[src/rtl/mispredict_recovery_pkg.sv]
// Shared rename-state constants and recovery FSM encoding.
// Imported by the ROB, the RAT and the mispredict recovery sequencer.
package mispredict_recovery_pkg;

  localparam int TAG_W = 4;
  localparam int NREG  = 32;
  localparam int IDX_W = $clog2(NREG);

  // Tag 0 means the architectural value lives in the register file.
  localparam logic [TAG_W-1:0] TAG_NONE = '0;

  localparam logic [2:0] ST_IDLE     = 3'd0;
  localparam logic [2:0] ST_FLUSH    = 3'd1;
  localparam logic [2:0] ST_DRAIN    = 3'd2;
  localparam logic [2:0] ST_RESTORE  = 3'd3;
  localparam logic [2:0] ST_REDIRECT = 3'd4;

endpackage

[src/rtl/mispredict_recovery.sv]
// Mispredict recovery: flush, wait for FUs to drain, replay the committed RAT
// snapshot one register per cycle (x1..x31), then redirect fetch once.
module mispredict_recovery
  import mispredict_recovery_pkg::*;
(
  input  logic                    clk,
  input  logic                    rst,
  input  logic                    commit_mispredict,
  input  logic [31:0]             commit_target,
  input  logic [NREG*TAG_W-1:0]   commit_tags_bus,
  input  logic                    fu_idle,
  output logic                    flush,
  output logic                    fetch_stall,
  output logic                    rat_wr_en,
  output logic [4:0]              rat_wr_addr,
  output logic [TAG_W-1:0]        rat_wr_tag,
  output logic                    pc_redirect_valid,
  output logic [31:0]             pc_redirect_target,
  output logic                    recovering,
  output logic                    overlap_err
);

  logic [2:0]            state;
  logic [2:0]            state_nxt;
  logic [IDX_W-1:0]      cnt;
  logic [31:0]           target_q;
  logic [NREG*TAG_W-1:0] snap_q;
  logic                  overlap_q;

  always_comb begin
    state_nxt = state;
    case (state)
      ST_IDLE:     if (commit_mispredict) state_nxt = ST_FLUSH;
      ST_FLUSH:    state_nxt = ST_DRAIN;
      ST_DRAIN:    if (fu_idle) state_nxt = ST_RESTORE;
      ST_RESTORE:  if (cnt == IDX_W'(NREG - 1)) state_nxt = ST_REDIRECT;
      ST_REDIRECT: state_nxt = ST_IDLE;
      default:     state_nxt = ST_IDLE;
    endcase
  end

  always_ff @(posedge clk) begin
    if (rst) begin
      state     <= ST_IDLE;
      cnt       <= '0;
      target_q  <= '0;
      snap_q    <= '0;
      overlap_q <= 1'b0;
    end else begin
      state <= state_nxt;
      // Snapshot is only taken in IDLE; later bus activity cannot disturb it.
      if (state == ST_IDLE && commit_mispredict) begin
        target_q <= commit_target;
        snap_q   <= commit_tags_bus;
        cnt      <= IDX_W'(1);
      end
      if (state == ST_RESTORE) begin
        cnt <= cnt + IDX_W'(1);
      end
      if (state != ST_IDLE && commit_mispredict) begin
        overlap_q <= 1'b1;
      end
    end
  end

  // All outputs decode state/counter/capture registers only.
  assign flush              = (state == ST_FLUSH);
  assign fetch_stall        = (state != ST_IDLE);
  assign recovering         = (state != ST_IDLE);
  assign rat_wr_en          = (state == ST_RESTORE);
  assign rat_wr_addr        = rat_wr_en ? 5'(cnt) : 5'd0;
  assign rat_wr_tag         = rat_wr_en ? snap_q[cnt*TAG_W +: TAG_W] : TAG_NONE;
  assign pc_redirect_valid  = (state == ST_REDIRECT);
  assign pc_redirect_target = pc_redirect_valid ? target_q : 32'd0;
  assign overlap_err        = overlap_q;

endmodule

[config.mk]
export PLATFORM = sky130hd
export DESIGN_NAME = mispredict_recovery
export DESIGN_NICKNAME = d
export VERILOG_FILES = /design/src/rtl/mispredict_recovery_pkg.sv /design/src/rtl/mispredict_recovery.sv
export SDC_FILE = /design/constraint.sdc
export NUM_CORES = 1
export LEC_CHECK = 0
export CORE_MARGIN = 2
export CORE_UTILIZATION = 48
export CTS_BUF_LIST = sky130_fd_sc_hd__clkbuf_8 sky130_fd_sc_hd__clkbuf_16
export DETAILED_ROUTE_END_ITERATION = 12
export HOLD_SLACK_MARGIN = 0.08
export PLACE_DENSITY = 0.85
export SLEW_MARGIN = 20
export SYNTH_ARGS = -nofsm -noshare
export SYNTH_HDL_FRONTEND = slang
export SYNTH_SLANG_ARGS = --single-unit
export TNS_END_PERCENT = 30
[constraint.sdc]
create_clock -name clk -period 2.4 [get_ports clk]
set_input_delay 0.24 -clock clk [delete_from_list [all_inputs] [get_ports clk]]
set_output_delay 0.24 -clock clk [all_outputs]
set_load 0.02 [all_outputs]
==> flow_metrics.env, run 1 <==
export IMPL_ys_types=29
export IMPL_power_density_mw_per_mm2=677.0
export IMPL_initial_core_util=0.4943
export IMPL_clock_latency_ns=0.42
export IMPL_grt_max_degree=87
export IMPL_drv_max_cap_violation_count=0
export IMPL_ys_ff_latch=169
export IMPL_violations="setup timing"
export IMPL_gp_congestion=0.8097
export IMPL_firstDrtPassIters=5
export IMPL_fin_crit_ns=2.631
export IMPL_max_slew_margin=0.6600
export IMPL_min_path_cells=2
export IMPL_min_from="rst"
export IMPL_drive_above_1_share=0.09953
export IMPL_status="finished, violations left"
export IMPL_min_path_type="input port to flip-flop"
export IMPL_start_kind="flip-flop"
export IMPL_ir_worst_vdd_mv=0.5285
export IMPL_leakagePower_uw=0.003852
export IMPL_htree_levels=4
export IMPL_finish_net_count=1219
export IMPL_num_antenna_cells=0
export IMPL_grt_setup_unrepaired="yes"
export IMPL_drc=0
export IMPL_viasPerCell=5.476
export IMPL_yosys_warnings=0
export IMPL_cts_sinks=169
export IMPL_fin_ws_ns=-0.2308
export IMPL_final_common_cell="nand2_1"
export IMPL_multi_input_area_mm2=0.003496
export IMPL_synth_nets=1041
export IMPL_cpMaxStageDelayCell="mux4_2"
export IMPL_synth_top_area_frac=0.4674
export IMPL_grt_use_total=0.2619
export IMPL_seq_area_frac_synth=0.4674
export IMPL_port_buffers=210
export IMPL_io_pins=211
export IMPL_syn_to_final_growth_pct=40.05
export IMPL_instances_no_fill=1249
export IMPL_final_period_utilization=1.096
export IMPL_hold_ws_ns=0.2800
export IMPL_design_core_area_mm2=0.01464
export IMPL_grt_pass1_wl_um=33490
export IMPL_crit_family="multiplexers"
export IMPL_die_y_um=126.8
export IMPL_tightest_slew_ns=0.5100
export IMPL_dp_hpwl_um=14350
export IMPL_clkTransAtPathRegs_ns=0.06
export IMPL_r2r_end="snap_q[114]"
export IMPL_fmax_mhz=380.1
export IMPL_die_width_um=126.8
export IMPL_synth_cells=875
export IMPL_syn_avg_cell_area_um2=8.272
export IMPL_r2r_slack_ns=0.52
export IMPL_drtIter0Drc=695
export IMPL_rr_startpoint="state[2]"
export IMPL_drt_total_wl_um=21080
export IMPL_grt_overflow=0
export IMPL_fin_skew_ns=0.01446
export IMPL_drtAntennaViolNets=0
export IMPL_synth_area_leaders="dfxtp_1 (47%), nand2_1 (17%), a21oi_1 (12%), mux4_1 (6.2%), mux4_2 (3.4%)"
export IMPL_path_buf_inv=2
export IMPL_path_common_cell="mux4_2"
export IMPL_cp_cell_sequence="buf_12 -> mux4_2 -> mux4_2 -> o22ai_1 -> nor3_1 -> buf_2"
export IMPL_setup_viol=4
export IMPL_synth_area_leader_cell="dfxtp_1"
export IMPL_wl_per_cell_um=16.88
export IMPL_syn_area_mm2=0.007238
export IMPL_root_buffer="clkbuf_16"
export IMPL_min_to="overlap_err"
export IMPL_cts_made_buffers=17
export IMPL_rr_worst_depth=5
export IMPL_layout_common_cells="nand2_1 (323), clkdlybuf4s50_1 (203), a21oi_1 (170)"
export IMPL_cp_slowest_stage_delay_ns=0.52
export IMPL_grt_pass1_vias=6556
export IMPL_worst_path_max_fanout=8
export IMPL_crit_path_end_kind="output port"
export IMPL_seq_area_mm2=0.003390
export IMPL_vias=6840
export IMPL_hold_viol_final=0
export IMPL_arrival_ns=2.39
export IMPL_cts_tree="yes"
export IMPL_crit_required_ns=2.16
export IMPL_fillers=1106
export IMPL_die_area_mm2=0.01608
export IMPL_clock_path_buffers=2
export IMPL_grt_antenna_before_repair=0
export IMPL_criticalPathCategory="flip-flop to output port"
export IMPL_placementRows=44
export IMPL_placed_cells=1215
export IMPL_slew_violations=0
## metrics by stage
stage / setup TNS [ns] / setup WS [ns] / total power (µW) / area, µm² / utilization
4_1_cts: -0.7948 / -0.2060 / 6872 / 10110 / 0.6904
5_1_grt: -1.024 / -0.2937 / 7142 / 10140 / 0.6922
3_3_place_gp: -0.6371 / -0.1696 / 4152 / 9499 / 0.6487
3_5_place_dp: -0.7661 / -0.2003 / 4185 / 9499 / 0.6487
2_1_floorplan: 0 / 0.3567 / 3696 / 7238 / -
6_report: -0.8019 / -0.2308 / 6862 / 10140 / 0.6922
## synth_stat cells
cell type,count
a21oi_1,170
a22oi_1,9
and2_1,7
and3_1,34
buf_1,2
buf_2,24
buf_4,1
buf_6,2
clkbuf_1,48
dfxtp_1,169
ha_1,2
inv_1,3
mux2_2,4
mux2i_1,17
mux4_1,17
mux4_2,11
nand2_1,323
nand3_1,2
nand3b_1,4
nor2_1,5
nor2b_1,2
nor3_1,7
nor3b_1,2
nor4_1,1
nor4b_1,1
o21ai_0,2
o22ai_1,4
or2_2,1
or3_1,1
## final cells by class
class,count,area share
clock inverters,13,0.01419
flip-flops and latches,169,0.3344
multi-input cells,626,0.3449
inverters,3,0.001111
clock buffers,18,0.04332
repair buffers,236,0.2394
well taps,184,0.02271
## worst max-delay path by stage
| stage | from | to | slack, ns | depth (start not counted) |
|---|---|---|---|---|
| floorplan | cnt[1] | rat_wr_tag[1] | 0.36 | 5 |
| global placement | cnt[1] | rat_wr_tag[0] | -0.17 | 6 |
| detailed placement | cnt[1] | rat_wr_tag[2] | -0.20 | 6 |
| CTS | cnt[1] | rat_wr_tag[1] | -0.21 | 6 |
| global route | cnt[1] | rat_wr_tag[1] | -0.29 | 8 |
| finish | cnt[1] | rat_wr_tag[1] | -0.23 | 6 |
## routing by layer
metal | vias to the layer above | track usage | routed length [µm] | part of all wire
met3 | 42 | 0.06158 | 1372 | 0.065
met4 | 0 | 0.1041 | 607 | 0.029
met1 | 3226 | 0.3346 | 8921 | 0.42
met5 | - | 0 | 0 | 0
met2 | 277 | 0.4307 | 10180 | 0.48
li1 | 3295 | - | - | -
## worst register-to-register path, cell delays in order (launching register included)
cell	delay, ns
dfxtp_1	0.31
buf_4	0.23
nor4b_2	0.52
buf_12	0.35
nand2_1	0.21
a21oi_1	0.19
## state kept, by name, summed over array words and instances (netlist names)
register,flops
snap_q,128
target_q,32
cnt,5
state,3
overlap_err,1
## logic make-up (layout without fill, tap and decap cells)
group                    count (synthesis)  in the layout  synth area share
buffers and inverters                   80            270           0.04823
AND/OR/NAND/NOR                        390            390            0.2235
adder cells (fa/ha/maj)                  2              2          0.003457
multiplexers                            49             49            0.1257
flip-flops                             169            169            0.4674
AO/OA/AOI/OAI                          185            185            0.1317
## power by group
part           switching, µW  internal, µW
sequential               127          3010
clock                   1130          1570
combinational            521           517
total                   1770          5090
## timing repair
action | in CTS | in global routing
endpoints found under the setup margin | 5 | 38
hold buffers | 0 | 0
resized for setup | 49 | 13
cloned | 1 | 1
pin swaps | 5 | 0
buffers inserted | 1 | 0
(Power assumes the default switching activity.)
==> inputs of run 2 (changes only) <==
Settings changed: CORE_ASPECT_RATIO set to 1.2.
==> flow_metrics.env, run 2 (synthesized netlist as in run 1, its figures left out) <==
export IMPL_grt_setup_unrepaired="yes"
export IMPL_ir_worst_vdd_mv=0.5009
export IMPL_fmax_mhz=375.5
export IMPL_root_buffer="clkbuf_16"
export IMPL_fin_crit_ns=2.663
export IMPL_wl_per_cell_um=16.61
export IMPL_largest_reg_flops=128
export IMPL_drc=0
export IMPL_use_met2=0.4361
export IMPL_finalSetupTns_ns=-0.8896
export IMPL_syn_to_final_growth_pct=42.01
export IMPL_die_width_um=116.1
export IMPL_leakagePower_uw=0.003891
export IMPL_grt_max_degree=117
export IMPL_arrival_ns=2.42
export IMPL_cts_made_buffers=17
export IMPL_start_kind="flip-flop"
export IMPL_drtAntennaViolNets=0
export IMPL_cts_sinks=169
export IMPL_clock_path_buffers=2
export IMPL_firstDrtPassIters=5
export IMPL_clkTransAtPathRegs_ns=0.07
export IMPL_placed_cells=1243
export IMPL_grt_overflow=0
export IMPL_htree_levels=4
export IMPL_violations="setup timing"
export IMPL_grt_pass1_vias=6585
export IMPL_p_sw_frac=0.2498
export IMPL_tightest_slew_ns=0.6952
export IMPL_die_y_um=138.5
export IMPL_fin_util=0.6899
export IMPL_finish_net_count=1227
export IMPL_drv_max_cap_violation_count=0
export IMPL_grt_use_total=0.2598
export IMPL_cts_hold_buf=0
export IMPL_dp_hpwl_um=14350
export IMPL_min_path_type="input port to flip-flop"
export IMPL_grt_busiest_layer="met2"
export IMPL_top_regs="snap_q: 128 flops, target_q: 32 flops, cnt: 5 flops"
export IMPL_worst_path_max_fanout=9
export IMPL_slew_violations=0
export IMPL_die_area_mm2=0.01608
export IMPL_fin_ws_ns=-0.2631
export IMPL_viasPerCell=5.357
export IMPL_netSwitchingPower_uw=1747
export IMPL_design_core_area_mm2=0.01490
export IMPL_final_common_cell="nand2_1"
export IMPL_seq_power_share=0.446
export IMPL_hold_ws_ns=0.3542
export IMPL_clock_latency_ns=0.43
export IMPL_crit_path_end_kind="output port"
export IMPL_gp_congestion=0.8314
export IMPL_criticalPathCategory="flip-flop to output port"
export IMPL_combPwrFrac=0.150
export IMPL_setup_viol=4
export IMPL_max_slew_margin=0.5365
export IMPL_crit_required_ns=2.16
export IMPL_use_met1=0.3117
export IMPL_grt_pass1_wl_um=32730
export IMPL_layout_common_cells="nand2_1 (323), clkdlybuf4s50_1 (205), a21oi_1 (170)"
export IMPL_power_density_mw_per_mm2=680.3
export IMPL_port_buffers=210
export IMPL_fin_skew_ns=0.01046
export IMPL_drt_total_wl_um=21230
export IMPL_vias=6846
export IMPL_status="finished, violations left"
export IMPL_largest_register="snap_q"
export IMPL_drtIter0Drc=600
export IMPL_cts_tree="yes"
export IMPL_drive_above_1_share=0.1034
export IMPL_p_int_uw=5246
export IMPL_grtUsageMet3=0.04253
export IMPL_placementRows=49
export IMPL_initial_core_util=0.4858
export IMPL_clockPowerShare=0.404
export IMPL_io_pins=211
export IMPL_grt_antenna_before_repair=1
export IMPL_hold_viol_final=0
export IMPL_final_period_utilization=1.110
export IMPL_instances_no_fill=1278
==> run 2: timing repair <==
item / 4_1_cts / 5_1_grt
resized for setup: 50 / 3
endpoints found under the setup margin: 5 / 11
pin swaps: 4 / 0
gates cloned: 1 / 1
setup buffers: 1 / 0
==> run 2: layout make-up <==
class	count	area, µm²
clock inverter	11	143.9
fill	1144	4619
clock buffer	20	466.7
tap	204	255.2
antenna	1	2.502
sequential	169	3388
inverter	3	11.26
timing repair buffer	244	2524
multi-input combinational	626	3487
==> run 2: metrics by stage <==
step / area [µm²] / total power [µW] / setup slack, ns
final: 10280 / 6993 / -0.2631
after global routing: 10280 / 7242 / -0.2944
after CTS: 10250 / 7017 / -0.2340
after detailed placement: 9622 / 4193 / -0.2516
after global placement: 9622 / 4163 / -0.2362
after floorplan: 7238 / 3696 / 0.3567
==> run 2: final timing paths <==
kind,slack (ns),endpoint,cells after the start,startpoint
worst min register to register,0.45,target_q[31],2,target_q[31]
worst max-delay path,-0.26,rat_wr_tag[3],6,cnt[1]
worst max register to register,0.53,snap_q[21],6,state[2]
worst min-delay path,0.35,snap_q[45],3,commit_tags_bus[45]
==> run 2: critical path: stages (launching register included) <==
cell     delay [ns]
dfxtp_4        0.41
buf_12         0.16
mux4_2         0.52
mux4_2         0.49
o22ai_2        0.15
nor3_2         0.09
buf_4          0.16
==> run 2: routing by layer <==
layer / wire length [µm] / share of wire
met1: 8124 / 0.38
met2: 10770 / 0.51
met3: 1309 / 0.062
met4: 1023 / 0.048
met5: 0 / 0
==> run 2: power groups by stage <==
| stage | logic (µW) | registers, µW | clock network (µW) |
|---|---|---|---|
| after floorplan | 565 | 3130 | 0 |
| after global placement | 1010 | 3150 | 0 |
| after detailed placement | 1030 | 3160 | 0 |
| after CTS | 1050 | 3110 | 2860 |
| after global routing | 1150 | 3130 | 2960 |
| final | 1050 | 3120 | 2830 |
